[src/rtl/id_pkg.sv]
// Shared encodings for the RV64I decode stage: opcodes, funct3/funct7 codes,
// one-hot control-vector bit positions, the decoded control record and immediate kinds.
package id_pkg;

  localparam int unsigned OP_WIDTH  = 12;
  localparam int unsigned ALU_WIDTH = 10;

  localparam logic [6:0] OPC_BRANCH = 7'b1100011;
  localparam logic [6:0] OPC_JAL    = 7'b1101111;
  localparam logic [6:0] OPC_JALR   = 7'b1100111;
  localparam logic [6:0] OPC_LOAD   = 7'b0000011;
  localparam logic [6:0] OPC_STORE  = 7'b0100011;
  localparam logic [6:0] OPC_ALUI   = 7'b0010011;
  localparam logic [6:0] OPC_ALUIW  = 7'b0011011;
  localparam logic [6:0] OPC_ALUR   = 7'b0110011;
  localparam logic [6:0] OPC_ALURW  = 7'b0111011;
  localparam logic [6:0] OPC_LUI    = 7'b0110111;
  localparam logic [6:0] OPC_AUIPC  = 7'b0010111;
  localparam logic [6:0] OPC_SYSTEM = 7'b1110011;

  localparam logic [2:0] F3_ADD  = 3'b000;
  localparam logic [2:0] F3_SLL  = 3'b001;
  localparam logic [2:0] F3_SLT  = 3'b010;
  localparam logic [2:0] F3_SLTU = 3'b011;
  localparam logic [2:0] F3_XOR  = 3'b100;
  localparam logic [2:0] F3_SRL  = 3'b101;
  localparam logic [2:0] F3_OR   = 3'b110;
  localparam logic [2:0] F3_AND  = 3'b111;

  localparam logic [2:0] F3_BEQ  = 3'b000;
  localparam logic [2:0] F3_BNE  = 3'b001;
  localparam logic [2:0] F3_BLT  = 3'b100;
  localparam logic [2:0] F3_BGE  = 3'b101;
  localparam logic [2:0] F3_BLTU = 3'b110;
  localparam logic [2:0] F3_BGEU = 3'b111;

  localparam logic [2:0] F3_PRIV   = 3'b000;
  localparam logic [2:0] F3_CSRRW  = 3'b001;
  localparam logic [2:0] F3_CSRRS  = 3'b010;
  localparam logic [2:0] F3_CSRRC  = 3'b011;
  localparam logic [2:0] F3_CSRRWI = 3'b101;
  localparam logic [2:0] F3_CSRRSI = 3'b110;
  localparam logic [2:0] F3_CSRRCI = 3'b111;

  localparam logic [6:0] F7_BASE = 7'b0000000;
  localparam logic [6:0] F7_ALT  = 7'b0100000;

  localparam int unsigned EP_BRANCH = 0;
  localparam int unsigned EP_JAL    = 1;
  localparam int unsigned EP_JALR   = 2;
  localparam int unsigned EP_LOAD   = 3;
  localparam int unsigned EP_STORE  = 4;
  localparam int unsigned EP_ALUI   = 5;
  localparam int unsigned EP_ALUIW  = 6;
  localparam int unsigned EP_ALUR   = 7;
  localparam int unsigned EP_ALURW  = 8;
  localparam int unsigned EP_LUI    = 9;
  localparam int unsigned EP_AUIPC  = 10;
  localparam int unsigned EP_SYSTEM = 11;

  localparam int unsigned ALU_ADD  = 0;
  localparam int unsigned ALU_SUB  = 1;
  localparam int unsigned ALU_SLL  = 2;
  localparam int unsigned ALU_SLT  = 3;
  localparam int unsigned ALU_SLTU = 4;
  localparam int unsigned ALU_XOR  = 5;
  localparam int unsigned ALU_SRL  = 6;
  localparam int unsigned ALU_SRA  = 7;
  localparam int unsigned ALU_OR   = 8;
  localparam int unsigned ALU_AND  = 9;

  typedef enum logic [2:0] {
    IMM_NONE,
    IMM_I,
    IMM_S,
    IMM_B,
    IMM_U,
    IMM_J,
    IMM_CSR
  } imm_type_t;

  typedef struct packed {
    logic [4:0]           rs1;
    logic [4:0]           rs2;
    logic [4:0]           dst;
    logic                 need_dst;
    logic [OP_WIDTH-1:0]  epcode;
    logic [ALU_WIDTH-1:0] alu_op;
    logic                 word;
    logic                 illegal;
  } id_ctrl_t;

  // alt selects SUB over ADD and SRA over SRL.
  function automatic logic [ALU_WIDTH-1:0] alu_onehot(input logic [2:0] funct3, input logic alt);
    logic [ALU_WIDTH-1:0] oh;
    oh = '0;
    case (funct3)
      F3_ADD:  oh[alt ? ALU_SUB : ALU_ADD] = 1'b1;
      F3_SLL:  oh[ALU_SLL]  = 1'b1;
      F3_SLT:  oh[ALU_SLT]  = 1'b1;
      F3_SLTU: oh[ALU_SLTU] = 1'b1;
      F3_XOR:  oh[ALU_XOR]  = 1'b1;
      F3_SRL:  oh[alt ? ALU_SRA : ALU_SRL] = 1'b1;
      F3_OR:   oh[ALU_OR]   = 1'b1;
      F3_AND:  oh[ALU_AND]  = 1'b1;
    endcase
    return oh;
  endfunction

endpackage

[src/rtl/id_decode_core.sv]
// Purely combinational RV64I decoder: instruction -> one-hot control fields,
// illegal flag and sign-extended immediate.
module id_decode_core
  import id_pkg::*;
#(
  parameter int unsigned XLEN = 64,
  parameter int unsigned ILEN = 32
) (
  input  logic [ILEN-1:0] instr_i,
  output id_ctrl_t        ctrl_o,
  output logic [XLEN-1:0] imme_o
);

  logic [6:0]           opcode;
  logic [6:0]           funct7;
  logic [2:0]           funct3;
  logic [4:0]           rd;
  logic                 ill;
  logic                 wr_rd;
  logic                 word;
  imm_type_t            imm_t;
  logic [ALU_WIDTH-1:0] alu;
  logic [OP_WIDTH-1:0]  ep;

  logic [XLEN-1:0] imm_i, imm_s, imm_b, imm_u, imm_j, imm_csr;

  assign opcode = instr_i[6:0];
  assign rd     = instr_i[11:7];
  assign funct3 = instr_i[14:12];
  assign funct7 = instr_i[31:25];

  always_comb begin
    ill   = 1'b0;
    wr_rd = 1'b0;
    word  = 1'b0;
    imm_t = IMM_NONE;
    alu   = '0;
    ep    = '0;
    case (opcode)
      OPC_BRANCH: begin
        ep[EP_BRANCH] = 1'b1;
        imm_t         = IMM_B;
        case (funct3)
          F3_BEQ, F3_BNE:   alu[ALU_SUB]  = 1'b1;
          F3_BLT, F3_BGE:   alu[ALU_SLT]  = 1'b1;
          F3_BLTU, F3_BGEU: alu[ALU_SLTU] = 1'b1;
          default:          ill           = 1'b1;
        endcase
      end
      OPC_JAL: begin
        ep[EP_JAL]   = 1'b1;
        alu[ALU_ADD] = 1'b1;
        wr_rd        = 1'b1;
        imm_t        = IMM_J;
      end
      OPC_JALR: begin
        ep[EP_JALR]  = 1'b1;
        alu[ALU_ADD] = 1'b1;
        wr_rd        = 1'b1;
        imm_t        = IMM_I;
        ill          = (funct3 != 3'b000);
      end
      OPC_LOAD: begin
        ep[EP_LOAD]  = 1'b1;
        alu[ALU_ADD] = 1'b1;
        wr_rd        = 1'b1;
        imm_t        = IMM_I;
        ill          = (funct3 == 3'b111);
      end
      OPC_STORE: begin
        ep[EP_STORE] = 1'b1;
        alu[ALU_ADD] = 1'b1;
        imm_t        = IMM_S;
        ill          = funct3[2];
      end
      OPC_ALUI: begin
        ep[EP_ALUI] = 1'b1;
        wr_rd       = 1'b1;
        imm_t       = IMM_I;
        case (funct3)
          F3_SLL: begin
            ill = (funct7[6:1] != 6'b000000);
            alu = alu_onehot(funct3, 1'b0);
          end
          F3_SRL: begin
            ill = (funct7[6:1] != 6'b000000) && (funct7[6:1] != 6'b010000);
            alu = alu_onehot(funct3, funct7[5]);
          end
          default: alu = alu_onehot(funct3, 1'b0);
        endcase
      end
      OPC_ALUIW: begin
        ep[EP_ALUIW] = 1'b1;
        wr_rd        = 1'b1;
        word         = 1'b1;
        imm_t        = IMM_I;
        case (funct3)
          F3_ADD: alu = alu_onehot(funct3, 1'b0);
          F3_SLL: begin
            ill = (funct7 != F7_BASE);
            alu = alu_onehot(funct3, 1'b0);
          end
          F3_SRL: begin
            ill = (funct7 != F7_BASE) && (funct7 != F7_ALT);
            alu = alu_onehot(funct3, funct7[5]);
          end
          default: ill = 1'b1;
        endcase
      end
      OPC_ALUR: begin
        ep[EP_ALUR] = 1'b1;
        wr_rd       = 1'b1;
        if (funct7 == F7_BASE)
          alu = alu_onehot(funct3, 1'b0);
        else if ((funct7 == F7_ALT) && (funct3 inside {F3_ADD, F3_SRL}))
          alu = alu_onehot(funct3, 1'b1);
        else
          ill = 1'b1;
      end
      OPC_ALURW: begin
        ep[EP_ALURW] = 1'b1;
        wr_rd        = 1'b1;
        word         = 1'b1;
        if (((funct3 inside {F3_ADD, F3_SRL}) && (funct7 inside {F7_BASE, F7_ALT})) ||
            ((funct3 == F3_SLL) && (funct7 == F7_BASE)))
          alu = alu_onehot(funct3, funct7[5]);
        else
          ill = 1'b1;
      end
      OPC_LUI: begin
        ep[EP_LUI]   = 1'b1;
        alu[ALU_ADD] = 1'b1;
        wr_rd        = 1'b1;
        imm_t        = IMM_U;
      end
      OPC_AUIPC: begin
        ep[EP_AUIPC] = 1'b1;
        alu[ALU_ADD] = 1'b1;
        wr_rd        = 1'b1;
        imm_t        = IMM_U;
      end
      OPC_SYSTEM: begin
        ep[EP_SYSTEM] = 1'b1;
        case (funct3)
          F3_PRIV: imm_t = IMM_I;
          F3_CSRRW, F3_CSRRS, F3_CSRRC: begin
            wr_rd = 1'b1;
            imm_t = IMM_I;
          end
          F3_CSRRWI, F3_CSRRSI, F3_CSRRCI: begin
            wr_rd = 1'b1;
            imm_t = IMM_CSR;
          end
          default: ill = 1'b1;
        endcase
      end
      default: ill = 1'b1;
    endcase

    if (ill) begin
      alu   = '0;
      ep    = '0;
      wr_rd = 1'b0;
      word  = 1'b0;
      imm_t = IMM_NONE;
    end

    ctrl_o.rs1      = instr_i[19:15];
    ctrl_o.rs2      = instr_i[24:20];
    ctrl_o.dst      = rd;
    ctrl_o.need_dst = wr_rd && (rd != 5'd0);
    ctrl_o.epcode   = ep;
    ctrl_o.alu_op   = alu;
    ctrl_o.word     = word;
    ctrl_o.illegal  = ill;
  end

  assign imm_i   = {{(XLEN-12){instr_i[31]}}, instr_i[31:20]};
  assign imm_s   = {{(XLEN-12){instr_i[31]}}, instr_i[31:25], instr_i[11:7]};
  assign imm_b   = {{(XLEN-13){instr_i[31]}}, instr_i[31], instr_i[7], instr_i[30:25],
                    instr_i[11:8], 1'b0};
  assign imm_u   = {{(XLEN-32){instr_i[31]}}, instr_i[31:12], 12'b0};
  assign imm_j   = {{(XLEN-21){instr_i[31]}}, instr_i[31], instr_i[19:12], instr_i[20],
                    instr_i[30:21], 1'b0};
  assign imm_csr = {{(XLEN-5){1'b0}}, instr_i[19:15]};

  assign imme_o = ({XLEN{imm_t == IMM_I}}   & imm_i) |
                  ({XLEN{imm_t == IMM_S}}   & imm_s) |
                  ({XLEN{imm_t == IMM_B}}   & imm_b) |
                  ({XLEN{imm_t == IMM_U}}   & imm_u) |
                  ({XLEN{imm_t == IMM_J}}   & imm_j) |
                  ({XLEN{imm_t == IMM_CSR}} & imm_csr);

endmodule

[src/rtl/id_queue_stage.sv]
// RV64I decode stage: DEPTH-entry in-order fetch queue feeding a registered decode output.
// Define ID_BYPASS_EN to let an input skip an empty queue straight into the output register.
module id_queue_stage
  import id_pkg::*;
#(
  parameter int unsigned XLEN  = 64,
  parameter int unsigned ILEN  = 32,
  parameter int unsigned DEPTH = 4
) (
  input  logic                 clk_i,
  input  logic                 rst_i,
  input  logic                 flush_i,
  input  logic                 F_valid_i,
  output logic                 F_ready_o,
  input  logic [XLEN-1:0]      F_pc_i,
  input  logic [ILEN-1:0]      F_instr_i,
  output logic                 D_valid_o,
  input  logic                 E_ready_i,
  output logic [XLEN-1:0]      D_pc_o,
  output logic [4:0]           D_rs1_o,
  output logic [4:0]           D_rs2_o,
  output logic [4:0]           D_dstE_o,
  output logic                 D_need_dstE_o,
  output logic [OP_WIDTH-1:0]  D_epcode_o,
  output logic [ALU_WIDTH-1:0] D_ALU_op_o,
  output logic                 D_word_o,
  output logic [XLEN-1:0]      D_imme_o,
  output logic                 D_illegal_o
);

  localparam int unsigned PTR_W = $clog2(DEPTH);
  localparam int unsigned CNT_W = $clog2(DEPTH + 1);
  localparam logic [CNT_W-1:0] CNT_FULL = CNT_W'(DEPTH);

  logic [XLEN-1:0]  pc_mem_q    [DEPTH];
  logic [XLEN-1:0]  pc_mem_d    [DEPTH];
  logic [ILEN-1:0]  instr_mem_q [DEPTH];
  logic [ILEN-1:0]  instr_mem_d [DEPTH];
  logic [PTR_W-1:0] wr_ptr_q, wr_ptr_d;
  logic [PTR_W-1:0] rd_ptr_q, rd_ptr_d;
  logic [CNT_W-1:0] count_q, count_d;

  logic             d_valid_q, d_valid_d;
  logic [XLEN-1:0]  d_pc_q, d_pc_d;
  id_ctrl_t         d_ctrl_q, d_ctrl_d;
  logic [XLEN-1:0]  d_imme_q, d_imme_d;

  logic             full, empty, accept, load_en, bypass, push, pop;
  logic [XLEN-1:0]  dec_pc;
  logic [ILEN-1:0]  dec_instr;
  id_ctrl_t         dec_ctrl;
  logic [XLEN-1:0]  dec_imme;

  assign full      = (count_q == CNT_FULL);
  assign empty     = (count_q == '0);
  assign F_ready_o = !full && !rst_i;
  assign accept    = F_valid_i && F_ready_o && !flush_i;
  assign load_en   = !d_valid_q || E_ready_i;

`ifdef ID_BYPASS_EN
  assign bypass = accept && empty && load_en;
`else
  assign bypass = 1'b0;
`endif

  assign push = accept && !bypass;
  assign pop  = load_en && !empty && !flush_i;

  // Decoder sees the queue head, or the live input only when the queue is empty (bypass case).
  assign dec_pc    = empty ? F_pc_i    : pc_mem_q[rd_ptr_q];
  assign dec_instr = empty ? F_instr_i : instr_mem_q[rd_ptr_q];

  id_decode_core #(
    .XLEN(XLEN),
    .ILEN(ILEN)
  ) u_decode (
    .instr_i(dec_instr),
    .ctrl_o (dec_ctrl),
    .imme_o (dec_imme)
  );

  always_comb begin
    pc_mem_d    = pc_mem_q;
    instr_mem_d = instr_mem_q;
    wr_ptr_d    = wr_ptr_q;
    rd_ptr_d    = rd_ptr_q;
    count_d     = count_q;
    d_valid_d   = d_valid_q;
    d_pc_d      = d_pc_q;
    d_ctrl_d    = d_ctrl_q;
    d_imme_d    = d_imme_q;

    if (push) begin
      pc_mem_d[wr_ptr_q]    = F_pc_i;
      instr_mem_d[wr_ptr_q] = F_instr_i;
      wr_ptr_d              = wr_ptr_q + PTR_W'(1);
    end
    if (pop) rd_ptr_d = rd_ptr_q + PTR_W'(1);

    case ({push, pop})
      2'b10:   count_d = count_q + CNT_W'(1);
      2'b01:   count_d = count_q - CNT_W'(1);
      default: count_d = count_q;
    endcase

    if (pop || bypass) begin
      d_valid_d = 1'b1;
      d_pc_d    = dec_pc;
      d_ctrl_d  = dec_ctrl;
      d_imme_d  = dec_imme;
    end else if (load_en) begin
      d_valid_d = 1'b0;
    end

    if (flush_i) begin
      count_d   = '0;
      wr_ptr_d  = '0;
      rd_ptr_d  = '0;
      d_valid_d = 1'b0;
    end
  end

  always_ff @(posedge clk_i) begin
    if (rst_i) begin
      wr_ptr_q  <= '0;
      rd_ptr_q  <= '0;
      count_q   <= '0;
      d_valid_q <= 1'b0;
      d_pc_q    <= '0;
      d_ctrl_q  <= '0;
      d_imme_q  <= '0;
    end else begin
      wr_ptr_q  <= wr_ptr_d;
      rd_ptr_q  <= rd_ptr_d;
      count_q   <= count_d;
      d_valid_q <= d_valid_d;
      d_pc_q    <= d_pc_d;
      d_ctrl_q  <= d_ctrl_d;
      d_imme_q  <= d_imme_d;
    end
  end

  always_ff @(posedge clk_i) begin
    pc_mem_q    <= pc_mem_d;
    instr_mem_q <= instr_mem_d;
  end

  assign D_valid_o     = d_valid_q;
  assign D_pc_o        = d_pc_q;
  assign D_rs1_o       = d_ctrl_q.rs1;
  assign D_rs2_o       = d_ctrl_q.rs2;
  assign D_dstE_o      = d_ctrl_q.dst;
  assign D_need_dstE_o = d_ctrl_q.need_dst;
  assign D_epcode_o    = d_ctrl_q.epcode;
  assign D_ALU_op_o    = d_ctrl_q.alu_op;
  assign D_word_o      = d_ctrl_q.word;
  assign D_imme_o      = d_imme_q;
  assign D_illegal_o   = d_ctrl_q.illegal;

endmodule

[config.mk]
export PLATFORM = sky130hd
export DESIGN_NAME = id_queue_stage
export DESIGN_NICKNAME = d
export VERILOG_FILES = /design/src/rtl/id_pkg.sv /design/src/rtl/id_decode_core.sv /design/src/rtl/id_queue_stage.sv
export SDC_FILE = /design/constraint.sdc
export NUM_CORES = 1
export LEC_CHECK = 0
export ABC_CLOCK_PERIOD_IN_PS = 7500
export BUFFER_PORTS_ARGS = -buffer_cell sky130_fd_sc_hd__buf_4
export CAP_MARGIN = 20
export CELL_PAD_IN_SITES_DETAIL_PLACEMENT = 0
export CELL_PAD_IN_SITES_GLOBAL_PLACEMENT = 1
export CORE_UTILIZATION = 38
export DETAILED_ROUTE_END_ITERATION = 8
export GPL_TIMING_DRIVEN = 0
export PLACE_DENSITY = 0.76
export SKIP_LAST_GASP = 1
export SLEW_MARGIN = 20
export SYNTH_ARGS = -nofsm -noshare
export SYNTH_HDL_FRONTEND = slang
export SYNTH_SLANG_ARGS = --single-unit
[constraint.sdc]
create_clock -name clk_i -period 7.5 [get_ports clk_i]
set_input_delay 0.375 -clock clk_i [delete_from_list [all_inputs] [get_ports clk_i]]
set_output_delay 0.375 -clock clk_i [all_outputs]
set_load 0.02 [all_outputs]
==> impl_results.md <==
- Vias in the first global route: 14000
- Top delay family on crit path: buffers and inverters
- Worst-Margin Slew: 1.20 ns
- Initial Util: 38.4%
- Clock power frac: 42.8%
- Largest net degree at the start of global routing: 45
- Hpwl dp: around 38 mm
- Fin Setup TNS: 0 ns
- Power Internal: 4.84 mW
- CP Data Arrival Time: 4.85 ns
- CP cell instances: nor3_1 -> clkbuf_1 -> or3_1 -> clkbuf_1 -> inv_1 -> clkbuf_1 -> clkbuf_1 -> ha_1 -> inv_1 -> fa_1 -> xor2_1 -> or3_1 -> a21oi_1
- Commonest non-fill, non-tap cells in the layout: edfxtp_1 (384), buf_4 (302), nand2_1 (235)
- Total grt overflow: 0
- FF-to-FF Start: count_q[2]$_SDFFE_PP0P_
- Clk buf depth: 3
- Post-Layout Cell Count: 2688
- Worst hold stages: 1
- Number of synthesized flops with an enable pin: 384
- Post-synthesis cell type count: 78
- CTS buffer count: 55
- Main synth FF type: edfxtp_1
- Hold Violations, Final: 0
- Most common cell after layout, fill and taps aside: edfxtp_1
- Crit start category: flop
- Worst-Skew Late Latency: 0.61 ns
- Most common cell on crit path: clkbuf_1
- CTS clk-pin slew, worst paths: 0.06 ns
- Area Growth Syn to Fin: 27.5%
- Final setup viols: 0
- WHS: between 0.03 and 0.04 ns
- Placed cells: ~2500
- Fin crit share: 57.7%
- DR vias/cell: 5.12
- Total chip power: 6.14 mW
- Syn avg cell area: 14.4 um^2
- Die H: 238 um
- Vias after detailed routing: around 14000
- Clock skew: ~0.024 ns
- Max FO, Critical Path: 10
- Remaining antenna violation count: 0
- TritonCTS clock tree: yes
- Max_slew headroom: 19.5%
- RSZ-0062 raised after global routing: no
- Mapped Cells: 1471
- Rows: 86
- Final Critical Period: 4.33 ns
- Sequential share of the synthesized area: 68.1%
- Number of remaining DRC errors: 0
- CP Class: flop to flop
- Critical-path top delay cell: clkbuf_1
- First-pass GRT wire length: 83.6 mm
- H-tree depth: 2
- Reg2reg end: count_q[2]$_SDFFE_PP0P_
- Max-slew violations: 0
- R2R depth: 13
- DRT Pass-1 Iters: 8
- Status: finished, final reports clean
- Clock root buffer: clkbuf_16
- Total of max-cap violations: 0
- Share of cells above drive strength 1: 28.5%
- I/O pin total: roughly 270
- Syn nets: 1578
- Max Freq: 231 MHz
- Fin nets: between 1500 and 2000
- Leak: 9.28 nW
- Antenna violations before repair: 4
- WP buf/inv: 6
- DRT iter0 DRCs: 869
- Worst VDD drop: 0.219 mV
- Wirelength, routed: 55.6 mm
- Synth Register Bits: 528
- Post-CTS Setup Repair Bufs: 0
- Synth Warn #: 0
- Die area: 0.0567 mm^2
- Core area: 0.0551 mm^2
- CP Capture Type: flop
- Power Density: ~230 mW/mm^2
- CTS sink count: 528
- Port buffer count: ~270
- Req. time, crit path: 8.02 ns
- Synthesized cell area: 0.0212 mm^2
- Logic gate share of total power: 5.5%
- Detailed-route wire length per cell: 20.7 um
- Sw Share: a little over a fifth
- Die X: 238 um
- Hold path start: F_instr_i[13]
- R2r setup slk: 3.17 ns
- GRT Total Usage: about 20%
- Largest stage delay, worst path: 0.72 ns
- Sw power: between 1 and 1.5 mW
- Hold EP: instr_mem_q[13]$_DFFE_PP_
- Critical Path Source: count_q[2]$_SDFFE_PP0P_
- Ys async rst share: 0%
- Sequential power share: 51.7%
- FILL cells: 4840
- GPL Wtd Cong: 0.920
- Min-Delay Path Class: input pin to flop
[layout make-up]
class	instances	area [um^2]	share of cell area, %
flip-flops and latches	528	14400	53.4
multi-input cells	815	6100	22.6
repair buffers	364	3100	11.5
clock buffers	81	1600	5.91
well taps	748	936	3.47
plain buffers	115	618	2.29
clock inverters	21	174	0.644
inverters	13	48.8	0.181
diodes	3	7.51	0.0278
[sequential cells by signal, indices dropped and copies added (netlist names)]
signal and cells:
D_ALU_op_o 10, D_dstE_o 5, D_epcode_o 12, D_illegal_o 1
D_imme_o 32, D_need_dstE_o 1, D_pc_o 64, D_rs1_o 5
D_rs2_o 5, D_valid_o 1, D_word_o 1, count_q 3
instr_mem_q 128, pc_mem_q 256, rd_ptr_q 2, wr_ptr_q 2
[per-stage QoR]
stage	setup slack [ns]	util, %	instance area (um^2)
2_1_floorplan	3.57	-	21200
3_3_place_gp	1.30	43.8	24100
3_5_place_dp	3.05	44.2	24400
4_1_cts	3.05	49.0	27000
5_1_grt	2.78	49.0	27000
6_report	3.17	49.0	27000
[synthesized netlist by cell type (all sizes together), types with 7 or more instances]
library cell    n  area [um^2]
dfxtp         144         2880
nor4            7         43.8
mux2            8         97.6
edfxtp        384        11500
mux4           99         2230
nand2         235          882
or3             7         48.8
nor2          116          443
a211oi         20          200
buf            60          412
o21bai          7         52.6
o31ai          16          144
nand3          28          145
o21ai          42          210
clkbuf         55          206
nor3           21          105
mux2i          17          198
inv            13         48.8
nand3b          9         67.6
a21oi         100          500
[timing repair]
item / 4_1_cts / 5_1_grt
gates resized for setup: 0 / 0
hold buffers: 87 / 0
setup endpoints to repair: 0 / 0
hold endpoints to repair: 345 / 0
[worst max path at each step]
stage | end | slack, ns | depth (start not counted)
6_report | count_q[2]$_SDFFE_PP0P_ | 3.17 | 13
3_5_place_dp | count_q[2]$_SDFFE_PP0P_ | 3.05 | 13
5_1_grt | count_q[2]$_SDFFE_PP0P_ | 2.78 | 13
4_1_cts | count_q[2]$_SDFFE_PP0P_ | 3.05 | 13
3_3_place_gp | pc_mem_q[236]$_DFFE_PP_ | 1.30 | 5
2_1_floorplan | instr_mem_q[0]$_DFFE_PP_ | 3.57 | 5
[per-layer routing]
layer | wire length (um) | vias to the layer above | global-route usage [%]
met5 | 0 | - | 0
met2 | 28000 | 412 | 34.3
met1 | 23500 | 6894 | 24.8
li1 | - | 6364 | -
met3 | 2780 | 85 | 3.03
met4 | 1350 | 0 | 6.20
[power groups by stage]
stage | registers, mW | clock network (mW) | logic [mW]
final | 3.18 | 2.63 | 0.336
after global routing | 3.18 | 2.79 | 0.362
after CTS | 3.18 | 2.69 | 0.337
after detailed placement | 3.24 | 0 | 0.298
after global placement | 3.24 | 0 | 0.287
after floorplan | 3.25 | 0 | 0.135
[cells by family (layout without fill, tap and decap cells)]
kind of cell	count (synthesis)	in the layout	share of synthesized area [%]
mux	124	124	11.9
compound gates	226	226	6.94
other cells	0	3	0
flops	528	528	68.1
xor+xnor	7	7	0.290
buf+inv	128	594	3.15
simple gates	451	451	9.18
fa+ha+maj	7	7	0.437
No activity file was read; power rests on OpenSTA's default activity.
